--- src/rtl/sound_tone_gen.sv ---
// sound_tone_gen: turns a 4-bit note index into a square wave with a linear
// attack/release volume envelope. Produces a signed 16-bit PCM sample on a
// fixed-rate strobe plus a raw 1-bit square wave for a speaker pin.
//
// Output protocol: sample_valid is a one-clock strobe with no back-pressure;
// sample changes only in the strobe cycle and holds its value between strobes.
//
// DIV_SHIFT right-shifts every half-period from the note ROM. It is 0 for the
// real 50 MHz pitch table; a non-zero value only shortens simulations.
module sound_tone_gen #(
  parameter int ENV_STEP   = 50000,
  parameter int SAMPLE_DIV = 1042,
  parameter int AMP        = 2048,
  parameter int DIV_SHIFT  = 0
) (
  input  logic               clk,
  input  logic               resetN,
  input  logic               enable_sound,
  input  logic [3:0]         freq,
  output logic signed [15:0] sample,
  output logic               sample_valid,
  output logic               square_out,
  output logic               busy
);

  localparam int ENV_W  = (ENV_STEP > 1)   ? $clog2(ENV_STEP)   : 1;
  localparam int SAMP_W = (SAMPLE_DIV > 1) ? $clog2(SAMPLE_DIV) : 1;
  localparam logic [ENV_W-1:0]  ENV_LAST  = ENV_W'(ENV_STEP - 1);
  localparam logic [SAMP_W-1:0] SAMP_LAST = SAMP_W'(SAMPLE_DIV - 1);

  typedef enum logic [1:0] {IDLE, ATTACK, SUSTAIN, RELEASE} state_t;

  state_t            state, state_next;
  logic [3:0]        volume, vol_next;
  logic [ENV_W-1:0]  env_cnt, env_next;
  logic [16:0]       half_cnt, half_next, half_last;
  logic              phase, phase_next;
  logic [3:0]        note_reg, note_next;
  logic [SAMP_W-1:0] samp_cnt;
  logic              note_req, env_wrap, samp_wrap;
  logic [15:0]       mag;

  // Half-period in clocks for C4..C6 diatonic; index 0 is never loaded.
  function automatic logic [16:0] half_period(input logic [3:0] idx);
    logic [16:0] p;
    case (idx)
      4'd1:    p = 17'd95556;
      4'd2:    p = 17'd85131;
      4'd3:    p = 17'd75843;
      4'd4:    p = 17'd71586;
      4'd5:    p = 17'd63776;
      4'd6:    p = 17'd56818;
      4'd7:    p = 17'd50619;
      4'd8:    p = 17'd47778;
      4'd9:    p = 17'd42566;
      4'd10:   p = 17'd37922;
      4'd11:   p = 17'd35793;
      4'd12:   p = 17'd31888;
      4'd13:   p = 17'd28409;
      4'd14:   p = 17'd25310;
      default: p = 17'd23889;
    endcase
    return p >> DIV_SHIFT;
  endfunction

  assign note_req  = enable_sound && (freq != 4'd0);
  assign env_wrap  = (env_cnt == ENV_LAST);
  assign samp_wrap = (samp_cnt == SAMP_LAST);
  assign half_last = half_period(note_reg) - 17'd1;
  assign busy      = (state != IDLE);
  // Magnitude of the sample that goes out with the next strobe (fits in 15 bits).
  assign mag       = 16'(vol_next) * 16'(AMP);

  // Next-state logic: envelope FSM first, then the tone counter, which needs
  // to know whether the FSM is about to enter IDLE.
  always_comb begin
    state_next = state;
    vol_next   = volume;
    env_next   = env_cnt;
    half_next  = half_cnt;
    phase_next = phase;
    note_next  = note_reg;

    case (state)
      IDLE: begin
        if (note_req) begin
          state_next = ATTACK;
          env_next   = '0;
        end
      end
      ATTACK: begin
        env_next = env_wrap ? '0 : env_cnt + ENV_W'(1);
        if (env_wrap && (volume != 4'd15)) vol_next = volume + 4'd1;
        // Losing the request wins over reaching full volume.
        if (!note_req) begin
          state_next = RELEASE;
        end else if (vol_next == 4'd15) begin
          state_next = SUSTAIN;
          env_next   = '0;
        end
      end
      SUSTAIN: begin
        vol_next = 4'd15;
        env_next = '0;
        if (!note_req) state_next = RELEASE;
      end
      RELEASE: begin
        env_next = env_wrap ? '0 : env_cnt + ENV_W'(1);
        if (env_wrap && (volume != 4'd0)) vol_next = volume - 4'd1;
        // A fresh request resumes the attack from the current volume.
        if (note_req) begin
          state_next = ATTACK;
        end else if (vol_next == 4'd0) begin
          state_next = IDLE;
        end
      end
      default: state_next = IDLE;
    endcase

    // Pitch only changes on a phase edge so the waveform never glitches.
    if (state_next == IDLE) begin
      half_next  = '0;
      phase_next = 1'b0;
    end else if (state == IDLE) begin
      note_next  = freq;
      half_next  = '0;
      phase_next = 1'b1;
    end else if (half_cnt == half_last) begin
      half_next  = '0;
      phase_next = ~phase;
      if (freq != 4'd0) note_next = freq;
    end else begin
      half_next = half_cnt + 17'd1;
    end
  end

  // Envelope/tone state registers and the registered speaker output.
  always_ff @(posedge clk or negedge resetN) begin
    if (!resetN) begin
      state      <= IDLE;
      volume     <= 4'd0;
      env_cnt    <= '0;
      half_cnt   <= '0;
      phase      <= 1'b0;
      note_reg   <= 4'd0;
      square_out <= 1'b0;
    end else begin
      state      <= state_next;
      volume     <= vol_next;
      env_cnt    <= env_next;
      half_cnt   <= half_next;
      phase      <= phase_next;
      note_reg   <= note_next;
      square_out <= phase_next && (vol_next != 4'd0);
    end
  end

  // Free-running sample-rate divider; the strobe cycle also loads the sample.
  always_ff @(posedge clk or negedge resetN) begin
    if (!resetN) begin
      samp_cnt     <= '0;
      sample_valid <= 1'b0;
      sample       <= '0;
    end else begin
      sample_valid <= samp_wrap;
      samp_cnt     <= samp_wrap ? '0 : samp_cnt + SAMP_W'(1);
      if (samp_wrap) sample <= phase_next ? mag : (~mag + 16'd1);
    end
  end

endmodule

--- config.mk ---
export PLATFORM = sky130hd
export DESIGN_NAME = sound_tone_gen
export DESIGN_NICKNAME = d
export VERILOG_FILES = /design/src/rtl/sound_tone_gen.sv
export SDC_FILE = /design/constraint.sdc
export NUM_CORES = 1
export LEC_CHECK = 0
export ABC_AREA = 1
export BUFFER_PORTS_ARGS = -buffer_cell sky130_fd_sc_hd__buf_2
export CORE_MARGIN = 2
export CORE_UTILIZATION = 58
export CTS_CLUSTER_SIZE = 25
export DETAILED_ROUTE_END_ITERATION = 8
export MAX_ROUTING_LAYER = met4
export PLACE_DENSITY = 0.76
export SYNTH_ARGS = -nofsm -noshare
export SYNTH_HDL_FRONTEND = slang
export SYNTH_SLANG_ARGS = --single-unit
--- constraint.sdc ---
create_clock -name clk -period 3.5 [get_ports clk]
set_input_delay 0.175 -clock clk [delete_from_list [all_inputs] [get_ports clk]]
set_output_delay 0.175 -clock clk [all_outputs]
set_load 0.1 [all_outputs]
=== Word-level counts from Yosys, hierarchy flattened ===
Memory sizes are Yosys's and may differ from the RTL's.
Cells that the tools add are included.

* Add/subtract/negate cells: 7
* Equal/unequal tests: 9
* Mux-type cells: 28
* Bitwise logic cells: 3
* Reductions and logical operators: 14

{| class="wikitable"
|+ Operator list
! operator !! count
|-
| $mux 16 || 5
|-
| $pmux 16 s4 || 1
|-
| $mux 17 || 3
|-
| $add 16x1->16 const B || 2
|-
| $mux 4 || 7
|-
| $add 17x1->17 const B || 1
|-
| $eq 17x17->1 || 1
|-
| $sub 17x1->17 const B || 1
|-
| $eq 16x16->1 const B || 1
|-
| $not 15->16 || 1
|-
| $mux 2 || 6
|-
| $pmux 4 s3 || 1
|-
| $reduce_bool 4->1 || 3
|-
| $add 11x1->11 const B || 1
|-
| $eq 11x11->1 const B || 1
|-
| $mux 11 || 1
|-
| $pmux 2 s4 || 1
|-
| $reduce_bool 2->1 || 3
|-
| $add 4x1->4 const B || 1
|-
| $eq 2x2->1 const B || 2
|-
| $eq 4x4->1 const B || 1
|-
| $logic_and 1x1->1 || 4
|-
| $logic_not 2->1 || 2
|-
| $logic_not 4->1 || 1
|-
| 7 further kinds || 10
|}

* Register bits: 73
* ROM bits: 272
* Input bits: 7
* Output and inout bits: 19
* Word-level logic and storage cells: 72
* Memories kept: 1

{| class="wikitable"
|+ Memory list
! name !! depth !! bits a word !! rd ports !! clocked after memory_dff !! write ports !! line !! text
|-
| (name not given) || 16 || 17 || 1 || 0 || 0 || 46 || <nowiki>case (idx)</nowiki>
|}

=== Longest topological paths before layout ===
Gate-level depths: netlist (run 1).

* Depth after elaboration: 11
* Depth in mapped cells: 24
* Depth with buffers taken out: 24

=== Worst setup path before layout (run 1) ===
Ideal clock, no wire load.

* Kind: register to register
* Start: register note_reg[1]
* End: register sample[12]
* Library setup time: 120 ps
* Data arrival time: 2550 ps
* Required time: 3380 ps
* Path slack: 831 ps
* Stages on the path, launching flop included: 23
* Path buffers: 0
* Clock period less this slack: 2669 ps
* Cell sequence: dfrtp_1 inv_1 ha_1 inv_1 nand2_1 nand3_1 nand2_2 ha_1 nand3_2 nor2_4 nand2_1 nand2_1 nand2_1 nor2_1 nand2_1 nor2_2 nand4_2 nand2_1 nand3_2 nand2_2 nand2_1 nand3_1 nand2_1

* Word-level cells in the longest chain between the ends: 7

{| class="wikitable"
|+ Ends and longest elaborated chain
! item !! line !! text
|-
| from (decl) || 38 || <nowiki>logic [3:0] note_reg, note_next;</nowiki>
|-
| from (signal assigned) || 153 || <nowiki>note_reg <= note_next;</nowiki>
|-
| $mem_v2 16x17 || -- ||
|-
| $sub 17x1->17 || 69 || <nowiki>assign half_last = half_period(note_reg) - 17'd1;</nowiki>
|-
| $eq 17x17->1 || 128 || <nowiki>end else if (half_cnt == half_last) begin</nowiki>
|-
| $mux 1 || 128 ||
|-
| $mux 1 || 124 || <nowiki>end else if (state == IDLE) begin</nowiki>
|-
| $mux 1 || 121 || <nowiki>if (state_next == IDLE) begin</nowiki>
|-
| $mux 16 || 167 || <nowiki>if (samp_wrap) sample <= phase_next ? mag : (~mag + 16'd1);</nowiki>
|-
| to (signal assigned) || 167 ||
|-
| to (decl) || 20 || <nowiki>output logic signed [15:0] sample,</nowiki>
|}

Every way passes these cells.
A chain may end at the register's enable or synchronous reset.

=== Final worst setup path (run 1) ===
* Start: register note_reg[0]
* End: register half_cnt[6]

* Word-level cells in the longest chain between the ends: 6

{| class="wikitable"
|+ Ends and longest elaborated chain
! item !! line !! text
|-
| $mem_v2 16x17 || -- ||
|-
| $sub 17x1->17 || 69 ||
|-
| $eq 17x17->1 || 128 ||
|-
| $mux 17 || 128 ||
|-
| $mux 17 || 124 ||
|-
| $mux 17 || 121 ||
|-
| via half_next[6] || 36 || <nowiki>logic [16:0] half_cnt, half_next, half_last;</nowiki>
|-
| to (signal assigned) || 151 || <nowiki>half_cnt <= half_next;</nowiki>
|-
| to (decl) || 36 ||
|}

The timed path passes the listed nets, and every way through them passes these cells.

==> results of run 1 <==
## power breakdown
part | total (mW) | leakage, nW | internal [mW] | switching, mW
logic | 2.69 | 1.45 | 0.831 | 1.86
clock network | 0.653 | 0.104 | 0.350 | 0.303
registers | 0.986 | 0.789 | 0.823 | 0.163
total | 4.33 | 2.34 | 2.00 | 2.32
## how the worst max path moves through the flow
stage                startpoint           to  slack [ns]  cells after the start
global placement    note_reg[1]   sample[12]        0.48                     21
CTS                 note_reg[1]   sample[12]        0.37                     22
finish              note_reg[0]  half_cnt[6]        0.40                     15
detailed placement  note_reg[1]   sample[12]        0.40                     22
floorplan           note_reg[1]   sample[12]        0.83                     22
global route        note_reg[1]   sample[14]        0.10                     24
## layer usage
layer	vias up	routed length (µm)	part of all wire (%)
met5	-	0	0
met4	0	158	1.5
met3	14	425	4.1
met2	99	4860	47
met1	1873	4920	47
li1	2073	-	-
## cells in the mapped netlist, drive strengths merged
library cell / count / area, µm²
a21boi: 1 / 11.3
a21oi: 15 / 75.1
a31oi: 2 / 12.5
and2: 1 / 7.51
buf: 20 / 164
clkbuf: 4 / 15.0
clkinv: 1 / 3.75
conb: 1 / 3.75
dfrtp: 62 / 1550
ha: 16 / 200
inv: 81 / 309
nand2: 182 / 728
nand3: 59 / 330
nand3b: 5 / 37.5
nand4: 9 / 62.6
nor2: 61 / 259
nor3: 27 / 190
nor3b: 1 / 7.51
nor4: 7 / 43.8
o211ai: 1 / 7.51
o21a: 1 / 7.51
o21ai: 21 / 109
o21bai: 1 / 7.51
o22ai: 12 / 75.1
o31ai: 1 / 7.51
o32ai: 4 / 35.0
or2: 2 / 12.5
xnor2: 8 / 70.1
xor2: 34 / 298
## cell type report
| cell class | instances | area, µm² |
|---|---|---|
| fillers | 696 | 2780 |
| multi-input cells | 482 | 2640 |
| flip-flops and latches | 62 | 1550 |
| inverters | 82 | 313 |
| clock buffers | 11 | 141 |
| well taps | 102 | 128 |
| repair buffers | 20 | 118 |
| clock inverters | 5 | 57.6 |
## worst register-to-register path: cells and delay by family (launching register included)
family	cells	cell delay [ns]
AND/OR/NAND/NOR	12	1.70
adder cells (fa/ha/maj)	2	0.53
flip-flops	1	0.49
AO/OA/AOI/OAI	1	0.27
## cells by family (layout without fill, tap and decap cells)
family                   Yosys count  count (layout)
XOR/XNOR                          42              42
flip-flops                        62              62
AO/OA/AOI/OAI                     59              59
buffers and inverters            106             118
adder cells (fa/ha/maj)           16              16
other                              1              11
AND/OR/NAND/NOR                  354             354
## what timing repair did
item	4_1_cts	5_1_grt
hold buffers	1	0
endpoints found under the setup margin	0	2
gates resized for setup	0	2
endpoints found under the hold margin	7	0
==> results.toml, run 1 <==
[status]
outcome = "complete, no violations"

[clocking]
cts-root-buf = "clkbuf_8"
clk_latency_ns = 0.35
h-tree-depth = 3
cts_sinks = 62
post_cts_buffers = 0
numCtsBuffers = 9
cts_tree = "built"
clkTransAtPathRegs_ns = 0.08
clk_path_buf_depth = 2

[pwr]
p_total_mw = 4.33
p_per_area_nw_per_um2 = 874
vdd_drop_max_mv = 0.553
leakagePower_nw = 2.34

[place]
gp_congestion = 0.908
place_inst = 747
place_area_um2 = 4740
portBuffers = 14
dpl_worst_slack_ns = 0.404
dp_hpwl_mm = 7.76

[sta]
max_freq_mhz = 322
min_period_ns = 3.10
fin_crit_sh_pct = 88.6
slew_violations = 0
clock_skew_ns = 0.0116
setup_violations = 0
fin_ws_ns = 0.398
holdWs_ns = 0.0878
slew_headroom_pct = 32.6
fin_tns_setup_ns = 0
worstMarginPinSlew_ns = 1.00
hold_viol_final = 0
rsz0062_at_grt = "no"

[synthesis]
synthMuxAreaShare_pct = 0
yosys_register_bits = 62
synth_xor_area_share_pct = 7.92
synth_top_family_by_area = "simple AND/OR/NAND/NOR gates"
syn_area_um2 = 4640
synth_area_per_cell_um2 = 7.25
ys_seq_area_share_pct = 33.4
ys_warn_count = 0
synth_cells = 640
ys_types = 42
synthAdderAreaFrac_pct = 4.31
synth-compound-area-share_pct = 7.49
yosys.area_share.simple_pct = 36.2

[global_route]
gr-usage-met3_pct = 4.19
grt_use_met1_pct = 35.6
grt_pass1_vias = 3751
busiest_layer = "met2"
track_usage_pct = 26.1
grt_max_degree = 44
grt_pass1_wl_mm = 17.6
grtUsageMet2_pct = 40.5
antenna_found_initial = 0
grt-ovfl-total = 0

[finish]
stdcell_area_um2 = 4950
utilization_pct = 64.1
area_growth_pct = 6.66
largest_reg_flops = 17
final_common_cell = "nand2_1"
diodes = 0
final_cell_mix = "nand2_1, inv_1, dfrtp_1"
drive_gt1_share_pct = 13.1
final_net_count = 680
final_cells = 764
largestRegisters = "half_cnt: 17 flops, env_cnt: 16 flops, samp_cnt: 11 flops"
regMostFlops = "half_cnt"

[floorplan]
start_util_pct = 60.1
die_h_um = 93.5
core_area_um2 = 7730
dieArea_um2 = 8730
fp-row-count = 32
io_pins = 26
die_w_um = 93.5

[min_path]
hp-start = "freq[0]"
worstHoldPathCells = 3
hold_path.class = "in -> reg"
min_to = "note_reg[0]"

[worst_setup_path]
worst_r2r_path_depth = 15
cp_cell_sequence = "ha_1 > o21ai_2 > nand2_1 > nand2_1 > ha_1 > nand3_2 > nor2_4 > nand2_1 > nand2_1 > nand2_1 > nand3_1 > nor2_1 > nand4_2 > nand2_2 > nor4_2"
startpoint_type = "flip-flop"
critical_path.top_delay_family = "simple AND/OR/NAND/NOR gates"
cp_num_buf_inv = 0
cp_slowest_cell = "dfrtp_1"
endpoint_kind = "flip-flop"
critPathMostFrequentCell = "nand2_1"
slowest_delay_ns = 0.49
r2r-end = "half_cnt[6]"
arrival_ns = 3.35
required_ns = 3.75
r2r_setup_slack_ns = 0.40
r2r-start = "note_reg[0]"
path_max_fanout = 17
critPathKind = "reg -> reg"

[detailed_routing]
ant_nets = 0
drc = 0
wl_mm = 10.4
drtIter0Drc = 317
vias_per_cell = 5.31
vias = 4059
firstDrtPassIters = 7
drt-wirelength-per-cell_um = 13.6

[run]
maxCapViolations = 0
No activity file was read; power rests on OpenSTA's default activity.
==> run 2: changes to the inputs <==
--- a/config.mk
+++ b/config.mk
@@ -12,7 +12,7 @@
 export CTS_CLUSTER_SIZE = 25
 export DETAILED_ROUTE_END_ITERATION = 8
 export MAX_ROUTING_LAYER = met4
-export PLACE_DENSITY = 0.76
+export PLACE_DENSITY_LB_ADDON = 0.05
 export SYNTH_ARGS = -nofsm -noshare
 export SYNTH_HDL_FRONTEND = slang
 export SYNTH_SLANG_ARGS = --single-unit
==> results.toml, run 2 (synthesized netlist as in run 1, its figures left out) <==
[status]
outcome = "complete, no violations"

[floorplan]
core_area_um2 = 7730
die_h_um = 93.5
fp-row-count = 32
io_pins = 26
dieArea_um2 = 8730
die_w_um = 93.5
start_util_pct = 60.1

[sta]
min_period_ns = 3.10
holdWs_ns = 0.114
hold_viol_final = 0
slew_headroom_pct = 51.6
rsz0062_at_grt = "no"
worstMarginPinSlew_ns = 0.726
fin_crit_sh_pct = 88.7
clock_skew_ns = 0.00920
fin_tns_setup_ns = 0
fin_ws_ns = 0.395
setup_violations = 0
max_freq_mhz = 322
slew_violations = 0

[clocking]
h-tree-depth = 3
clk_path_buf_depth = 2
cts_tree = "built"
numCtsBuffers = 9
clk_latency_ns = 0.34
clkTransAtPathRegs_ns = 0.08
cts_sinks = 62
post_cts_buffers = 0
cts-root-buf = "clkbuf_8"

[finish]
largest_reg_flops = 17
largestRegisters = "half_cnt: 17 flops, env_cnt: 16 flops, samp_cnt: 11 flops"
area_growth_pct = 6.52
utilization_pct = 64.0
final_common_cell = "nand2_1"
nFillCells = 693
final_cells = 764
regMostFlops = "half_cnt"
final_net_count = 680
final_cell_mix = "nand2_1, inv_1, dfrtp_1"
drive_gt1_share_pct = 13.0
diodes = 0

[global_route]
track_usage_pct = 26.4
busiest_layer = "met2"
grt_pass1_vias = 3931
grt-ovfl-total = 0
grt_max_degree = 34
grtUsageMet2_pct = 43.2
grt_pass1_wl_mm = 18.0
antenna_found_initial = 0
gr-usage-met3_pct = 5.24
grt_use_met1_pct = 33.8

[place]
dp_hpwl_mm = 7.90
place_inst = 747
gp_congestion = 0.877
dpl_worst_slack_ns = 0.366
portBuffers = 14

[worst_setup_path]
slowest_delay_ns = 0.50
critPathKind = "reg -> reg"
crit_start = "note_reg[1]"
arrival_ns = 3.30
r2r-end = "half_cnt[8]"
critPathMostFrequentCell = "nand2_1"
startpoint_type = "flip-flop"
r2r-start = "note_reg[1]"
cp_num_buf_inv = 2
worst_r2r_path_depth = 18
critical_path.top_delay_family = "simple AND/OR/NAND/NOR gates"
r2r_setup_slack_ns = 0.40
cp_slowest_cell = "dfrtp_1"
cp_num_cells = 18
cp_cell_sequence = "inv_2 > ha_1 > inv_1 > nand2_1 > nand3_1 > nand2_2 > ha_1 > nand3_2 > nor2_4 > nand2_1 > nand2_1 > nand3_1 > nor2_1 > nand2_1 > nor2_2 > nand4_2 > nand2_2 > nor4_1"
required_ns = 3.70
cp-endpoint = "half_cnt[8]"
path_max_fanout = 17
endpoint_kind = "flip-flop"

[detailed_routing]
firstDrtPassIters = 5
vias_per_cell = 5.31
ant_nets = 0
vias = 4055
wl_mm = 10.3
drtIter0Drc = 255
drc = 0
drt-wirelength-per-cell_um = 13.5

[pwr]
p_per_area_nw_per_um2 = 869
power_frac_seq_pct = 22.9
leakagePower_nw = 2.34
p_switching_mw = 2.30
vdd_drop_max_mv = 0.643
swShare_pct = 53.4
pwr-share-clk_pct = 15.1
internal_power_mw = 2.00
p_comb_share_pct = 62.1

[run]
maxCapViolations = 0

[min_path]
hold_path.class = "in -> reg"
hp-start = "freq[1]"
-- run 2: cell counts in the layout (fill, tap and decap cells not counted) --
No cell type changed its count.
-- run 2: power by group through the flow --
stage          sequential (mW)  clock, mW  combinational (mW)
4_1_cts                  0.981      0.665                2.66
6_report                 0.982      0.648                2.67
3_5_place_dp             0.995          0                2.64
5_1_grt                   1.00      0.692                3.01
2_1_floorplan            0.952          0                2.23
3_3_place_gp             0.991          0                2.60
-- run 2: worst min-delay path, delay by kind of cell --
kind,cells,cell delay (ns)
AND/OR/NAND/NOR,1,0.04
AO/OA/AOI/OAI,1,0.11
buffers and inverters,1,0.09
-- run 2: final cells by class --
| class | count | area [µm²] | area share [%] |
|---|---|---|---|
| Timing Repair Buffer | 20 | 118 | 2.38 |
| Inverter | 82 | 313 | 6.33 |
| Clock inverter | 5 | 57.6 | 1.16 |
| Tap cell | 102 | 128 | 2.58 |
| Multi-Input combinational cell | 482 | 2640 | 53.3 |
| Clock buffer | 11 | 141 | 2.86 |
| Sequential cell | 62 | 1550 | 31.4 |
-- run 2: per-layer routing --
| metal | routed length, µm | part of all wire, % |
|---|---|---|
| met4 | 197 | 1.9 |
| met3 | 351 | 3.4 |
| met5 | 0 | 0 |
| met2 | 4900 | 48 |
| met1 | 4830 | 47 |
-- run 2: stage by stage --
| stage | total power, mW | cell area (µm²) |
|---|---|---|
| floorplan | 3.18 | 4680 |
| global placement | 3.60 | 4740 |
| detailed placement | 3.63 | 4740 |
| CTS | 4.30 | 4940 |
| global route | 4.70 | 4940 |
| finish | 4.30 | 4940 |
-- run 2: worst min-delay path by stage --
stage / cells after the start / endpoint / slack [ns]
2_1_floorplan: 0 / env_cnt[0] / -0.12
3_3_place_gp: 1 / note_reg[1] / 0.27
3_5_place_dp: 1 / note_reg[1] / 0.29
4_1_cts: 3 / note_reg[1] / 0.1
5_1_grt: 3 / note_reg[0] / 0.12
6_report: 3 / note_reg[1] / 0.11
-- run 2: timing repair --
action / in CTS / in global routing
hold buffers: 1 / 0
endpoints found under the hold margin: 32 / 0
resized for setup: 0 / 1
endpoints found under the setup margin: 0 / 5
==> run 3: changes to the inputs <==
==> constraint.sdc (replaced) <==
create_clock -name clk -period 3.5 [get_ports clk]
set_input_delay 0.7 -clock clk [delete_from_list [all_inputs] [get_ports clk]]
set_output_delay 0.7 -clock clk [all_outputs]
set_load 0.1 [all_outputs]
==> results.toml, run 3 (synthesized netlist as in run 1, its figures left out) <==
[status]
outcome = "complete, no violations"

[global_route]
track_usage_pct = 27.3
grt_max_degree = 33
grt_pass1_wl_mm = 18.6
grt-ovfl-total = 0
grt_pass1_vias = 4108
antenna_found_initial = 0

[sta]
slew_headroom_pct = 48.9
fin_tns_setup_ns = 0
hold_viol_final = 0
max_freq_mhz = 325
setup_violations = 0
slew_violations = 0
worstMarginPinSlew_ns = 0.766
min_period_ns = 3.08
fin_crit_sh_pct = 88.0
clock_skew_ns = 0.00943
rsz0062_at_grt = "no"

[clocking]
cts_sinks = 62
clkTransAtPathRegs_ns = 0.08
ctsHoldBuffers = 0
post_cts_buffers = 0
clk_latency_ns = 0.35
h-tree-depth = 3
cts-root-buf = "clkbuf_8"
clk_path_buf_depth = 2
cts_resized = 0
numCtsBuffers = 9
cts_tree = "built"

[finish]
largestRegisters = "half_cnt: 17 flops, env_cnt: 16 flops, samp_cnt: 11 flops"
regMostFlops = "half_cnt"
final_net_count = 681
final_cell_mix = "nand2_1, inv_1, dfrtp_1"
drive_gt1_share_pct = 13.1
stdcell_area_um2 = 4950
largest_reg_flops = 17
final_common_cell = "nand2_1"
area_growth_pct = 6.60
diodes = 0

[detailed_routing]
drtIter0Drc = 184
vias = 4093
vias_per_cell = 5.35
firstDrtPassIters = 5
drt-wirelength-per-cell_um = 13.7
ant_nets = 0
drc = 0
wl_mm = 10.5

[worst_setup_path]
r2r-start = "note_reg[1]"
critPathMostFrequentCell = "nand2_1"
path_max_fanout = 8
cp_num_buf_inv = 2
critPathKind = "reg -> reg"
cp_slowest_cell = "dfrtp_1"
required_ns = 3.74
arrival_ns = 3.32
endpoint_kind = "flip-flop"
cp_cell_sequence = "inv_1 > ha_1 > inv_1 > nand2_1 > nand3_1 > nand2_2 > ha_1 > nand3_2 > nor2_4 > nand2_1 > nand2_1 > nand3_1 > nor2_1 > nand2_1 > nor2_2 > nand4_2 > nand2_1 > nand3_2 > nand2_2 > nand2_1 > nand3_1 > nand2_1"
crit_start = "note_reg[1]"
critical_path.top_delay_family = "simple AND/OR/NAND/NOR gates"
startpoint_type = "flip-flop"
slowest_delay_ns = 0.48

[pwr]
vdd_drop_max_mv = 0.602
p_per_area_nw_per_um2 = 869
leakagePower_nw = 2.34

[place]
dp_hpwl_mm = 7.95
portBuffers = 14
gp_congestion = 0.953
place_area_um2 = 4750

[floorplan]
die_h_um = 93.5
core_area_um2 = 7730
dieArea_um2 = 8730
die_w_um = 93.5
fp-row-count = 32
io_pins = 26
start_util_pct = 60.1

[min_path]
hold_path.class = "in -> async"

[run]
maxCapViolations = 0
run 3: layout make-up:
class / instances / area (µm²)
timing repair buffer: 21 / 123
tap: 102 / 128
inverter: 82 / 313
multi-input combinational: 482 / 2640
sequential: 62 / 1550
fill: 740 / 2780
clock inverter: 5 / 56.3
clock buffer: 11 / 141
run 3: report_power, final:
| part | leakage (nW) | total [mW] | internal, mW | switching, mW |
|---|---|---|---|---|
| sequential | 0.789 | 0.999 | 0.823 | 0.176 |
| combinational | 1.46 | 2.65 | 0.817 | 1.84 |
| clock | 0.0997 | 0.649 | 0.349 | 0.300 |
run 3: metrics by stage:
step	worst slack (ns)	total power [mW]	hold WS (ns)	std cells	util, %
global route	0.0386	4.72	0.463	765	64.0
finish	0.421	4.30	0.430	765	64.0
CTS	0.422	4.30	0.431	765	64.0
global placement	0.477	3.60	0.465	749	61.5
floorplan	0.831	3.18	0.404	650	-
detailed placement	0.433	3.64	0.470	749	61.5
run 3: metal layers:
metal	GRT usage, %	vias to the layer above	wire, µm
met4	7.72	0	153
met1	35.6	1917	4940
li1	-	2076	-
met3	4.92	15	424
met2	43.9	85	4950
met5	-	-	0
run 3: worst paths after layout:
kind | endpoint | cells after the start | slack, ns
max | sample[12] | 22 | 0.42
min | env_cnt[4] | 1 | 0.43
max reg2reg | sample[12] | 22 | 0.42
min reg2reg | sample[14] | 2 | 0.48
max in group asynchronous | half_cnt[8] | 2 | 2.32
min in group clk | sample[14] | 2 | 0.48
